File: src/rtl/counter_ctrl_pkg.sv
// ---------------------------------------------------------------------------
// counter_ctrl_pkg
// Board-level constants shared by the iCEstick tops, plus the prescale helper
// used by counter_ctrl to derive its tick divider.
// ---------------------------------------------------------------------------
package counter_ctrl_pkg;

  // iCEstick on-board oscillator
  localparam int BOARD_CLK_HZ = 12_000_000;

  // Number of clock cycles between count enables. The caller guarantees the
  // result is >= 2.
  function automatic int calc_prescale(input int clk_hz, input int tick_hz);
    return clk_hz / tick_hz;
  endfunction

endpackage

File: src/rtl/counter_ctrl_if.sv
// ---------------------------------------------------------------------------
// counter_ctrl_if
// Bundles the raw buttons and the single-cycle counter controls.
//   btn_run_i   : raw run/pause button, active-high, asynchronous
//   btn_clear_i : raw clear button, active-high, asynchronous
//   count_o     : one-cycle count enable to the counter
//   clear_o     : one-cycle clear to the counter
//   running_o   : high while in RUN (status LED)
// master = board/button side, slave = counter_ctrl.
// ---------------------------------------------------------------------------
interface counter_ctrl_if;

  logic btn_run_i;
  logic btn_clear_i;
  logic count_o;
  logic clear_o;
  logic running_o;

  modport master (
    output btn_run_i, btn_clear_i,
    input  count_o, clear_o, running_o
  );

  modport slave (
    input  btn_run_i, btn_clear_i,
    output count_o, clear_o, running_o
  );

endinterface

File: src/rtl/counter_ctrl_button_debouncer.sv
// ---------------------------------------------------------------------------
// button_debouncer
// Synchronizes one raw button, debounces it, and emits a registered one-cycle
// pulse one cycle after the debounced level rises.
//   clock_i   : system clock
//   reset_n_i : asynchronous active-low reset
//   btn_i     : raw button, asynchronous to clock_i
//   level_o   : debounced level
//   rise_o    : one-cycle pulse on debounced 0->1
// ---------------------------------------------------------------------------
module button_debouncer #(
  parameter int DEBOUNCE_CYCLES = 120000,
  parameter int SYNC_STAGES     = 2
) (
  input  logic clock_i,
  input  logic reset_n_i,
  input  logic btn_i,
  output logic level_o,
  output logic rise_o
);

  localparam int CW = $clog2(DEBOUNCE_CYCLES + 1);

  logic [SYNC_STAGES-1:0] r_sync;
  logic [CW-1:0]          r_cnt;
  logic                   r_level;
  logic                   r_level_d;
  logic                   r_rise;
  logic                   w_sync;

  assign w_sync = r_sync[SYNC_STAGES-1];

  always_ff @(posedge clock_i or negedge reset_n_i) begin
    if (!reset_n_i) begin
      r_sync    <= '0;
      r_cnt     <= '0;
      r_level   <= 1'b0;
      r_level_d <= 1'b0;
      r_rise    <= 1'b0;
    end else begin
      r_sync    <= {r_sync[SYNC_STAGES-2:0], btn_i};
      r_level_d <= r_level;
      r_rise    <= r_level & ~r_level_d;
      if (w_sync == r_level) begin
        r_cnt <= '0;
      end else if (r_cnt == CW'(DEBOUNCE_CYCLES - 1)) begin
        // This edge is the DEBOUNCE_CYCLES-th consecutive differing cycle.
        r_level <= w_sync;
        r_cnt   <= '0;
      end else begin
        r_cnt <= r_cnt + CW'(1);
      end
    end
  end

  assign level_o = r_level;
  assign rise_o  = r_rise;

endmodule

File: src/rtl/counter_ctrl.sv
// ---------------------------------------------------------------------------
// counter_ctrl
// Turns the run and clear push-buttons into clean single-cycle controls for
// the 8-bit counter: run/pause toggle, prescaled count enable, clear pulse.
//   clock_i   : system clock
//   reset_n_i : asynchronous active-low reset
//   bus_if    : counter_ctrl_if.slave (buttons in, count/clear/running out)
//
// state   | meaning
// IDLE    | paused, prescaler holds, no count enables
// RUN     | prescaler cycles 0..PRESCALE-1, count_o after each wrap
// ---------------------------------------------------------------------------
module counter_ctrl
  import counter_ctrl_pkg::*;
#(
  parameter int CLK_HZ          = BOARD_CLK_HZ,
  parameter int TICK_HZ         = 10,
  parameter int DEBOUNCE_CYCLES = 120000,
  parameter int SYNC_STAGES     = 2
) (
  input  logic          clock_i,
  input  logic          reset_n_i,
  counter_ctrl_if.slave bus_if
);

  localparam int PRESCALE = calc_prescale(CLK_HZ, TICK_HZ);
  localparam int PW       = $clog2(PRESCALE);

  localparam logic [0:0] ST_IDLE = 1'b0;
  localparam logic [0:0] ST_RUN  = 1'b1;

  logic          w_run_rise;
  logic          w_clr_rise;
  logic          w_run_level;
  logic          w_clr_level;
  logic [1:0]    w_unused_levels;
  logic          w_presc_wrap;

  logic [0:0]    r_state;
  logic [PW-1:0] r_presc;
  logic          r_count;
  logic          r_clear;

  button_debouncer #(
    .DEBOUNCE_CYCLES(DEBOUNCE_CYCLES),
    .SYNC_STAGES    (SYNC_STAGES)
  ) u_run_btn (
    .clock_i  (clock_i),
    .reset_n_i(reset_n_i),
    .btn_i    (bus_if.btn_run_i),
    .level_o  (w_run_level),
    .rise_o   (w_run_rise)
  );

  button_debouncer #(
    .DEBOUNCE_CYCLES(DEBOUNCE_CYCLES),
    .SYNC_STAGES    (SYNC_STAGES)
  ) u_clr_btn (
    .clock_i  (clock_i),
    .reset_n_i(reset_n_i),
    .btn_i    (bus_if.btn_clear_i),
    .level_o  (w_clr_level),
    .rise_o   (w_clr_rise)
  );

  // Only the edge pulses drive this block; the levels are left for debug.
  assign w_unused_levels = {w_run_level, w_clr_level};

  assign w_presc_wrap = (r_presc == PW'(PRESCALE - 1));

  always_ff @(posedge clock_i or negedge reset_n_i) begin
    if (!reset_n_i) begin
      r_state <= ST_IDLE;
      r_presc <= '0;
      r_count <= 1'b0;
      r_clear <= 1'b0;
    end else begin
      r_clear <= w_clr_rise;
      // A clear, or leaving RUN on this edge, suppresses the count enable.
      r_count <= (r_state == ST_RUN) && w_presc_wrap && !w_clr_rise && !w_run_rise;

      if (w_run_rise) begin
        r_state <= (r_state == ST_IDLE) ? ST_RUN : ST_IDLE;
      end

      if (w_clr_rise || (w_run_rise && (r_state == ST_IDLE))) begin
        r_presc <= '0;
      end else if (r_state == ST_RUN) begin
        r_presc <= w_presc_wrap ? '0 : r_presc + PW'(1);
      end
    end
  end

  assign bus_if.count_o   = r_count;
  assign bus_if.clear_o   = r_clear;
  assign bus_if.running_o = (r_state == ST_RUN);

endmodule

File: src/flat_wrapper.sv
// flat-port wrapper written by rule: the top's interface ports become plain ports
module counter_ctrl_flat import counter_ctrl_pkg::*;
#(
  parameter int CLK_HZ          = BOARD_CLK_HZ,
  parameter int TICK_HZ         = 10,
  parameter int DEBOUNCE_CYCLES = 120000,
  parameter int SYNC_STAGES     = 2
)
  (clock_i, reset_n_i, bus_if_btn_run_i, bus_if_btn_clear_i, bus_if_count_o, bus_if_clear_o, bus_if_running_o);
  counter_ctrl_if bus_if_i ();
  input  logic clock_i;
  input  logic reset_n_i;
  input wire logic [$bits(bus_if_i.btn_run_i)-1:0] bus_if_btn_run_i;
  input wire logic [$bits(bus_if_i.btn_clear_i)-1:0] bus_if_btn_clear_i;
  output wire logic [$bits(bus_if_i.count_o)-1:0] bus_if_count_o;
  output wire logic [$bits(bus_if_i.clear_o)-1:0] bus_if_clear_o;
  output wire logic [$bits(bus_if_i.running_o)-1:0] bus_if_running_o;
  assign bus_if_i.btn_run_i = bus_if_btn_run_i;
  assign bus_if_i.btn_clear_i = bus_if_btn_clear_i;
  assign bus_if_count_o = bus_if_i.count_o;
  assign bus_if_clear_o = bus_if_i.clear_o;
  assign bus_if_running_o = bus_if_i.running_o;
  counter_ctrl #(.CLK_HZ(CLK_HZ), .TICK_HZ(TICK_HZ), .DEBOUNCE_CYCLES(DEBOUNCE_CYCLES), .SYNC_STAGES(SYNC_STAGES)) u_core (.clock_i(clock_i), .reset_n_i(reset_n_i), .bus_if(bus_if_i));
endmodule
File: config.mk
export PLATFORM = sky130hd
export DESIGN_NAME = counter_ctrl_flat
export DESIGN_NICKNAME = d
export VERILOG_FILES = /design/src/rtl/counter_ctrl_pkg.sv /design/src/rtl/counter_ctrl_if.sv /design/src/rtl/counter_ctrl_button_debouncer.sv /design/src/rtl/counter_ctrl.sv /design/src/flat_wrapper.sv
export SDC_FILE = /design/constraint.sdc
export NUM_CORES = 1
export LEC_CHECK = 0
export ABC_AREA = 1
export BUFFER_PORTS_ARGS = -buffer_cell sky130_fd_sc_hd__buf_2
export CAP_MARGIN = 30
export CORE_UTILIZATION = 58
export CTS_CLUSTER_SIZE = 40
export DETAILED_ROUTE_END_ITERATION = 7
export GPL_ROUTABILITY_DRIVEN = 0
export PLACE_DENSITY = 0.75
export REMOVE_ABC_BUFFERS = 1
export SETUP_SLACK_MARGIN = 0.1
export SLEW_MARGIN = 5
export SYNTH_ARGS = -nofsm -noshare
export SYNTH_HDL_FRONTEND = slang
export SYNTH_SLANG_ARGS = --single-unit
export TNS_END_PERCENT = 1
File: constraint.sdc
create_clock -name clock_i -period 2.9 [get_ports clock_i]
set_input_delay 0.29 -clock clock_i [delete_from_list [all_inputs] [get_ports clock_i]]
set_output_delay 0.29 -clock clock_i [all_outputs]
set_load 0.005 [all_outputs]
---- After elaboration in Yosys (flattened, before gate mapping) ----
Index checks and enable logic that the tools add are counted.
operators by class
  muxes and demuxes ....................... 8
  reductions and logical operators ........ 10
  add/subtract/negate cells ............... 3
  bitwise logic cells ..................... 7
  equal/unequal tests ..................... 5
operators with widths
  cell                     count
  $mux W17                 4
  $mux W21                 3
  $add A17 B1 Y17 const B  2
  $eq A17 B17 Y1 const B   2
  $add A21 B1 Y21 const B  1
  $eq A21 B21 Y1 const B   1
  $not A1 Y1               5
  $logic_and A1 B1 Y1      4
  $reduce_and A2 Y1        2
  $and A1 B1 Y1            2
  $eq A1 B1 Y1             2
  $logic_not A1 Y1         2
  $reduce_bool A2 Y1       1
  $logic_or A1 B1 Y1       1
  $mux W1                  1
storage, ports and cells
  bits of input ports ..................... 4
  bits in registers ....................... 68

---- Logic depth before layout (Yosys ltp) ----
Gate-level depths: netlist (run 1).
  depth after elaboration ................. 4
  mapped depth ............................ 10
  mapped depth without buffers ............ 10

---- Cells and area by module ----
Synthesis (run 1) repeated with hierarchy kept, for this count alone.
unflattened totals
  cells, all modules ...................... 484
  area total of the unflattened synthesis .. 3802.4 um2
modules (own cells, without submodules)
  module            area each (um2)  instances  cells each  sequential area each (um2)
  button_debouncer  1146.1           2          144         550.5
  counter_ctrl      1510.2           1          196         600.6

---- Least setup slack after synthesis (run 1) ----
Ideal clock, no wire load.
  kind .................................... reg-to-reg
  start point ............................. reg u_core.u_clr_btn.r_cnt[0]
  end point ............................... reg u_core.u_clr_btn.r_cnt[10]
  clock period less this slack ............ 1.408 ns
  cell stages (with the launch flop) ...... 8
  arrival ................................. 1.287 ns
  path buffers ............................ 0
  slack ................................... 1.492 ns
  cells stage by stage .................... dfrtp_1 -> ha_1 -> nand2_1 -> nor2_4 -> nand2_2 -> nor2_1 -> or2_2 -> nor3b_2
between the ends
  word-level cells in the longest chain between the ends .. 3
  elaborated cells on any way between the ends .. 4
  classes of those cells .................. 1 x add/sub; 1 x eq/ne; 2 x mux
RTL lines
  what                                                      RTL line                                                                  RTL
  start: declaration                                        counter_ctrl_button_debouncer.sv:25                                       logic [CW-1:0] r_cnt;
  start signal: assignment                                  counter_ctrl_button_debouncer.sv:51                                       r_cnt <= r_cnt + CW'(1);
  $add A17 B1 Y17 / $eq A17 B17 Y1 (equally long branches)  counter_ctrl_button_debouncer.sv:51, counter_ctrl_button_debouncer.sv:46
  $mux W17 *                                                counter_ctrl_button_debouncer.sv:46                                       end else if (r_cnt == CW'(DEBOUNCE_CYCLES - 1)) begin
  $mux W17 *                                                counter_ctrl_button_debouncer.sv:44                                       if (w_sync == r_level) begin
Mark *: on every way between the ends. The rest lies on a longest branch, timed or not.
A chain may end at the register's enable or synchronous reset.

---- Final worst setup path (run 1) ----
  start point ............................. reg u_core.r_state (netlist: u_core.bus_if.running_o)
  end point ............................... reg u_core.r_presc[16]
between the ends
  word-level cells in the longest chain between the ends .. 4
  elaborated cells on any way between the ends .. 5
  classes of those cells .................. 1 x mux; 1 x bitwise; 3 x reduce/logical
RTL lines
  what                                                   RTL line            RTL
  start: declaration                                     counter_ctrl.sv:39  logic [0:0] r_state;
  start signal: assignment                               counter_ctrl.sv:83  r_state <= (r_state == ST_IDLE) ? ST_RUN : ST_IDLE;
  $not A1 Y1                                             --
  $logic_and A1 B1 Y1                                    counter_ctrl.sv:86  if (w_clr_rise || (w_run_rise && (r_state == ST_IDLE))) begin
  $logic_or A1 B1 Y1                                     counter_ctrl.sv:86
  $mux W21 / $reduce_bool A2 Y1 (equally long branches)  --
  end signal: assignment                                 counter_ctrl.sv:89  r_presc <= w_presc_wrap ? '0 : r_presc + PW'(1);
  end: declaration                                       counter_ctrl.sv:40  logic [PW-1:0] r_presc;
Several ways; a longest one is shown, not always the timed one.

==> results of run 1 <==
## report_power, final
group	switching, W	internal [W]	total [W]
sequential	0.00000710	0.000958	0.000965
combinational	0.0000350	0.0000115	0.0000465
clock	0.000343	0.000320	0.000663
## area by class of cell
| type | count | share of cell area |
|---|---|---|
| Clock buffer | 11 | 0.0357 |
| Clock inverter | 3 | 0.00380 |
| Inverter | 61 | 0.0585 |
| Multi-Input combinational cell | 353 | 0.437 |
| Sequential cell | 68 | 0.430 |
| Tap cell | 75 | 0.0237 |
| Timing Repair Buffer | 8 | 0.0114 |
## how the worst max path moves through the flow
stage | from | slack, ps | endpoint
final | u_core.bus_if.running_o$_DFFE_PN0P_ | 1040 | u_core.r_presc[16]$_DFFE_PN0P_
after global routing | u_core.bus_if.running_o$_DFFE_PN0P_ | 820 | u_core.r_presc[10]$_DFFE_PN0P_
after CTS | u_core.bus_if.running_o$_DFFE_PN0P_ | 1060 | u_core.r_presc[10]$_DFFE_PN0P_
after detailed placement | u_core.bus_if.running_o$_DFFE_PN0P_ | 1100 | u_core.r_presc[10]$_DFFE_PN0P_
after global placement | u_core.bus_if.running_o$_DFFE_PN0P_ | 1140 | u_core.r_presc[10]$_DFFE_PN0P_
after floorplan | u_core.bus_if.running_o$_DFFE_PN0P_ | 1350 | u_core.r_presc[10]$_DFFE_PN0P_
## worst register-to-register path: cells and delay by family, from the launching register on
family,cells,cell delay [ps]
buffers and inverters,2,600
and+or+nand+nor,5,690
DFF,1,400
AOI/OAI and AO/OA,1,60
## through the flow
stage	setup slack [ps]	hold slack, ps	instances
floorplan	1350	-5.59	482
global placement	1140	334	565
detailed placement	1100	336	565
CTS	1060	32.7	579
global route	824	34.4	579
finish	1040	8.14	579
## kinds of logic (layout without fill, tap and decap cells)
kind of cell | Yosys count | in the layout | synth area share
fa+ha+maj | 3 | 3 | 0.0102
xor+xnor | 20 | 20 | 0.0477
simple gates | 307 | 307 | 0.375
flops | 68 | 68 | 0.464
compound gates | 23 | 23 | 0.0382
buf+inv | 63 | 83 | 0.0658
## sequential cells by signal, summed over array words and instances (netlist names), 2 cells and up
register,count
u_core.u_clr_btn.r_sync,2
u_core.u_run_btn.r_cnt,17
u_core.u_clr_btn.r_cnt,17
u_core.u_run_btn.r_sync,2
u_core.r_presc,21
## cell usage after synthesis (2+ instances only)
| master | number |
|---|---|
| a21oi_1 | 4 |
| buf_2 | 2 |
| dfrtp_1 | 68 |
| ha_1 | 3 |
| inv_1 | 56 |
| inv_2 | 4 |
| nand2_1 | 112 |
| nand2_2 | 11 |
| nand3_1 | 30 |
| nand3_2 | 2 |
| nand4_1 | 14 |
| nor2_1 | 97 |
| nor2_2 | 7 |
| nor2_4 | 4 |
| nor3_1 | 23 |
| nor3_2 | 2 |
| o21ai_0 | 7 |
| o21ai_1 | 3 |
| o21bai_1 | 4 |
| xnor2_1 | 3 |
| xor2_1 | 17 |
## routing by layer
metal  part of all wire  vias to the layer above
met4              0.019                        0
met1               0.46                     1441
li1                   -                     1565
met5                  0                        -
met2               0.48                       88
met3              0.041                       17
==> key figures, run 1 <==
Timing
  – Setup Skew: 8.10 ps
  – Final hold violation count: 0
  – Crit share post-route: 0.642
  – Max-slew headroom: 0.507
  – Final setup viols: 0
  – Final Critical Period: 1860 ps
  – Pins Over Slew Limit: 0
  – Fin Setup TNS: 0 ps
  – RSZ-0062 raised after global routing: false
  – Worst-Margin Slew: 740 ps
  – Fmax: 537 MHz

Critical path
  – Cell family with most CP delay: simple AND/OR/NAND/NOR gates
  – Worst Path Max Fanout: 13
  – Critical path required time: 3130 ps
  – R2R depth: 8
  – CP Cell Sequence: inv_1, nand3_1, inv_1, nor2_2, nand3_1, nand2_1, o21ai_1, nor2_1
  – Crit. path cell count: 8
  – R2r startpoint: u_core.bus_if.running_o$_DFFE_PN0P_
  – Worst path bufs/invs: 2
  – R2R setup slack: 1040 ps
  – Slowest stage delay, CP: 470 ps
  – Element type at the critical path end: flop
  – Worst Setup Path Type: flop to flop
  – Startpoint Class: flop
  – Critical Path AT: 2090 ps
  – Worst path slowest cell: inv_1
  – FF-to-FF End: u_core.r_presc[16]$_DFFE_PN0P_

Synth
  – Seq/Total Area, Yosys: 0.464
  – Async S/R FF share, synth: 1.00
  – Ys Warns: 0
  – Post-synth cell types: 32
  – Most used DFF post-synth: dfrtp_1
  – Synth top area cells: dfrtp_1 46%, nand2_1 11%, nor2_1 9.9%
  – Synth Register Bits: 68
  – Synth Instances: 484
  – Yosys top cell by area: dfrtp_1
  – Cell area after synthesis: 0.00367 mm2
  – Top cell type's share of synthesized area: 0.464
  – Syn Area/Cell: 7.58 um2
  – Post-synth EDFFs: 0

Finish
  – Most common cell after layout, fill and taps aside: nand2_1
  – Share of cells above drive strength 1: 0.109
  – Antenna cells: 0
  – Filler cells: 522
  – Most frequent cells in the layout: 112 x nand2_1, 97 x nor2_1, 68 x dfrtp_1
  – Core Util, Final: 0.657
  – Final Cell Area: 0.00396 mm2
  – Reg area: 0.00170 mm2
  – Nets: 508
  – Layout area overhead: 7.77%
  – Multi-input gate area: 0.00173 mm2

Routing
  – Vias per cell: 5.37
  – Router iterations before antenna repair: 4
  – Starting DRT DRC Count: 232
  – Routed wire per std cell: 12.9 um
  – Via count: 3,111
  – Antenna-violating nets left: 0
  – Drt drc: 0
  – WL final: 7480 um

Global route
  – GR peak layer: met2
  – M1 GR Usage: 0.331
  – Antenna violations before repair: 0
  – First-pass GRT wire length: 13,000 um
  – GRT Overall Usage: 0.263
  – Grt met2 use: 0.438
  – Largest net degree at the start of global routing: 34
  – Met3 Use GR: 0.0467
  – Number of global-route vias before repair: 2,990
  – Global route total overflow: 0

Floorplan
  – Die area: 0.00665 mm2
  – Core area: 0.00603 mm2
  – Die height: 81.6 um
  – # IOs: 7
  – Die width: 81.6 um
  – Initial Utilization: 0.609
  – FP Rows: 28

Power and ir drop
  – Pwr Density: 423 mW/mm2
  – Pleak: 1.72 nW
  – Final Power: 0.00167 W
  – Max VDD drop: 325 uV

Clock tree
  – Num CTS Buffers: 9
  – CTS Buffer Depth: 2
  – CTS root buf: clkbuf_8
  – Post-CTS Hold Buffers: 0
  – H-tree levels: 3
  – # Post-CTS Setup Buffers: 0
  – Clk slew on worst S/H paths: 70 ps
  – CTS sink cnt: 68
  – CTS tree: yes
  – Post-cts repair resize count: 0
  – Worst-Skew Late Latency: 340 ps

Worst hold path
  – Hold Path Class: input port to asynchronous set/reset pin

Place
  – Cell Area, Placed: 0.00380 mm2
  – Dpl hpwl: 5610 um
  – Port Buffers: 6

Flow run
  – Max cap viols: 0

Run status
  – Status: finished, final reports clean
Power figures use the tool's default switching activity.
==> run 2, diff against run 1 <==
clock period = 1.9 ns   (was 2.9 ns; I/O delays follow)
==> run 2 against run 1 <==
Net effect:
- cell count up 1.0%
- clock power up 70%
- cell area up 2.0%
- sequential share of layout area shrank 0.83 points
- worst hold slack better by 350 ps
- die area is the same
- combinational power increased by 67%
- non-clock buffer count is 4 higher
- utilization is 1.3 points higher
- sequential power is 52% higher
- critical endpoint is now u_core.r_presc[3]$_DFFE_PN0P_
==> key figures, run 2 (synthesis results as in run 1) <==
Floorplan
  – FP Rows: 28 (unchanged)
  – # IOs: 7 (unchanged)
  – Die area: 0.00665 mm2 (unchanged)
  – Die height: 81.6 um (unchanged)
  – Die width: 81.6 um (unchanged)
  – Initial Utilization: 0.609 (unchanged)
  – Core area: 0.00603 mm2 (unchanged)

Critical path
  – Critical path required time: 2110 ps (-1020 ps)
  – Startpoint Class: flop
  – Worst Path Max Fanout: 8 (-5)
  – Worst Setup Path Type: flop to flop
  – Element type at the critical path end: flop
  – Critical Path AT: 1810 ps (-280 ps)

Power and ir drop
  – Cell Int Power: 0.00209 W (+62%)
  – Comb pwr share: 0.029 (about the same)
  – Max VDD drop: 570 uV (+75%)
  – Pwr Density: 665 mW/mm2 (+57%)
  – Pleak: 1.75 nW (+1.8%)
  – Sequential share of power: 0.549 (-0.027)
  – Net Sw Frac: 0.222 (-0.00798)
  – Clk pwr share: 0.422 (+0.026)
  – P_sw: 0.000595 W (+55%)

Timing
  – Max-slew headroom: 0.721 (+0.214)
  – Final hold violation count: 0 (unchanged)
  – Crit share post-route: 0.839 (+0.197)
  – Worst-Margin Slew: 416 ps (-324 ps)
  – RSZ-0062 raised after global routing: false
  – Setup WS post-layout: 306 ps (-733 ps)
  – Final setup viols: 0 (unchanged)
  – Fmax: 627 MHz (+17%)
  – Final Critical Period: 1590 ps (-267 ps)
  – Setup Skew: 10.2 ps (+2.10 ps)
  – Fin Setup TNS: 0 ps (unchanged)
  – Pins Over Slew Limit: 0 (unchanged)

Clock tree
  – # Post-CTS Setup Buffers: 0 (unchanged)
  – CTS tree: yes
  – Clk slew on worst S/H paths: 70 ps (about the same)
  – Worst-Skew Late Latency: 330 ps (about the same)
  – Num CTS Buffers: 9 (unchanged)
  – CTS Buffer Depth: 2 (unchanged)
  – H-tree levels: 3 (unchanged)
  – CTS sink cnt: 68 (unchanged)
  – CTS root buf: clkbuf_8

Routing
  – Starting DRT DRC Count: 179 (-23%)
  – Drt drc: 0 (unchanged)
  – WL final: 7650 um (+2.3%)
  – Vias per cell: 5.25 (-2.3%)
  – Router iterations before antenna repair: 4 (unchanged)
  – Antenna-violating nets left: 0 (unchanged)
  – Routed wire per std cell: 13.1 um (+1.2%)
  – Via count: 3,071 (-1.3%)

Finish
  – Max reg flops: 21 (unchanged)
  – Final Cell Area: 0.00403 mm2 (+2.0%)
  – Largest Register: u_core.r_presc
  – Core Util, Final: 0.669 (+0.0129)
  – Largest regs: u_core.r_presc x21, u_core.u_clr_btn.r_cnt x17, u_core.u_run_btn.r_cnt x17
  – Filler cells: 536 (+2.7%)
  – Most common cell after layout, fill and taps aside: nand2_1
  – Share of cells above drive strength 1: 0.112 (+0.00264)
  – Nets: 512 (+0.79%)
  – Antenna cells: 0 (unchanged)
  – Layout area overhead: 9.88%
  – Most frequent cells in the layout: 112 x nand2_1, 97 x nor2_1, 68 x dfrtp_1

Flow run
  – Max cap viols: 0 (unchanged)

Place
  – Pre-CTS setup slack: 326 ps (-773 ps)
  – Dpl hpwl: 5720 um (+2.0%)
  – Cell Area, Placed: 0.00382 mm2 (+0.53%)
  – Port Buffers: 6 (unchanged)

Run status
  – Status: finished, final reports clean

Worst hold path
  – Hold Path Class: flop to flop

Global route
  – Number of global-route vias before repair: 2,995 (+0.17%)
  – Global route total overflow: 0 (unchanged)
  – Largest net degree at the start of global routing: 69 (+100%)
  – Antenna violations before repair: 0 (unchanged)
  – First-pass GRT wire length: 12,800 um (-1.6%)
  – GRT Overall Usage: 0.257 (-0.00571)
==> run 2: cell types whose count changed in the layout (fill, tap and decap cells not counted) <==
| cell | change |
|---|---|
| clkinvlp_4 | +1 |
| clkbuf_8 | -1 |
| buf_12 | +1 |
| bufinv_16 | +1 |
| dlygate4sd3_1 | +3 |
| clkbuf_1 | +1 |
==> run 2: area by class of cell <==
class,instances,area (um2),share of cell area
Clock buffer,11,131,0.0326
Clock inverter,5,52.6,0.0130
Timing Repair Buffer,12,95.1,0.0236
Inverter,61,231,0.0574
Tap cell,75,93.8,0.0233
Sequential cell,68,1700,0.422
Multi-Input combinational cell,353,1730,0.428
==> run 2: power groups by stage <==
stage | registers (W) | clock network (W) | logic [W]
final | 0.00147 | 0.00113 | 0.0000777
after CTS | 0.00147 | 0.00116 | 0.0000814
after global routing | 0.00147 | 0.00120 | 0.0000908
after floorplan | 0.00150 | 0 | 0.0000305
after global placement | 0.00150 | 0 | 0.0000735
after detailed placement | 0.00150 | 0 | 0.0000765
==> run 2: worst paths after layout <==
kind | start | depth (start not counted) | slack (ps) | to
max | u_core.r_presc[0]$_DFFE_PN0P_ | 10 | 310 | u_core.r_presc[3]$_DFFE_PN0P_
min | u_core.u_run_btn.r_sync[0]$_DFF_PN0_ | 0 | 350 | u_core.u_run_btn.r_sync[1]$_DFF_PN0_
max reg2reg | u_core.r_presc[0]$_DFFE_PN0P_ | 10 | 310 | u_core.r_presc[3]$_DFFE_PN0P_
min reg2reg | u_core.u_run_btn.r_sync[0]$_DFF_PN0_ | 0 | 350 | u_core.u_run_btn.r_sync[1]$_DFF_PN0_
max in group asynchronous | reset_n_i | 3 | 1220 | u_core.u_clr_btn.r_cnt[5]$_DFF_PN0_
min in group asynchronous | reset_n_i | 3 | 390 | u_core.r_presc[14]$_DFFE_PN0P_
==> run 2: per-layer routing <==
layer,up-vias,global-route usage,share of wire
met5,-,0,0
met1,1449,0.300,0.46
li1,1573,-,-
met4,0,0.114,0.013
met3,8,0.0600,0.022
met2,41,0.447,0.51
==> run 2: stage by stage <==
step / cells / hold WS (ps) / power [W]
global placement: 566 / 234 / 0.00157
global route: 585 / 357 / 0.00277
finish: 585 / 354 / 0.00268
floorplan: 482 / -106 / 0.00153
detailed placement: 566 / 233 / 0.00158
CTS: 585 / 357 / 0.00271
==> run 2: worst max-delay path, cell delays in order (launching register included) <==
cell and delay, ps:
dfrtp_1 410, ha_1 220, nand2_2 110, inv_2 80, nand2_1 40, nor2_1 90
nand3_1 140, nand2_1 100, nand2_2 110, inv_4 120, nor2_1 50
==> run 2: what timing repair did <==
action / in CTS / in global routing
hold endpoints to repair: 70 / 0
hold buffers: 3 / 0
gates resized for setup: 0 / 0
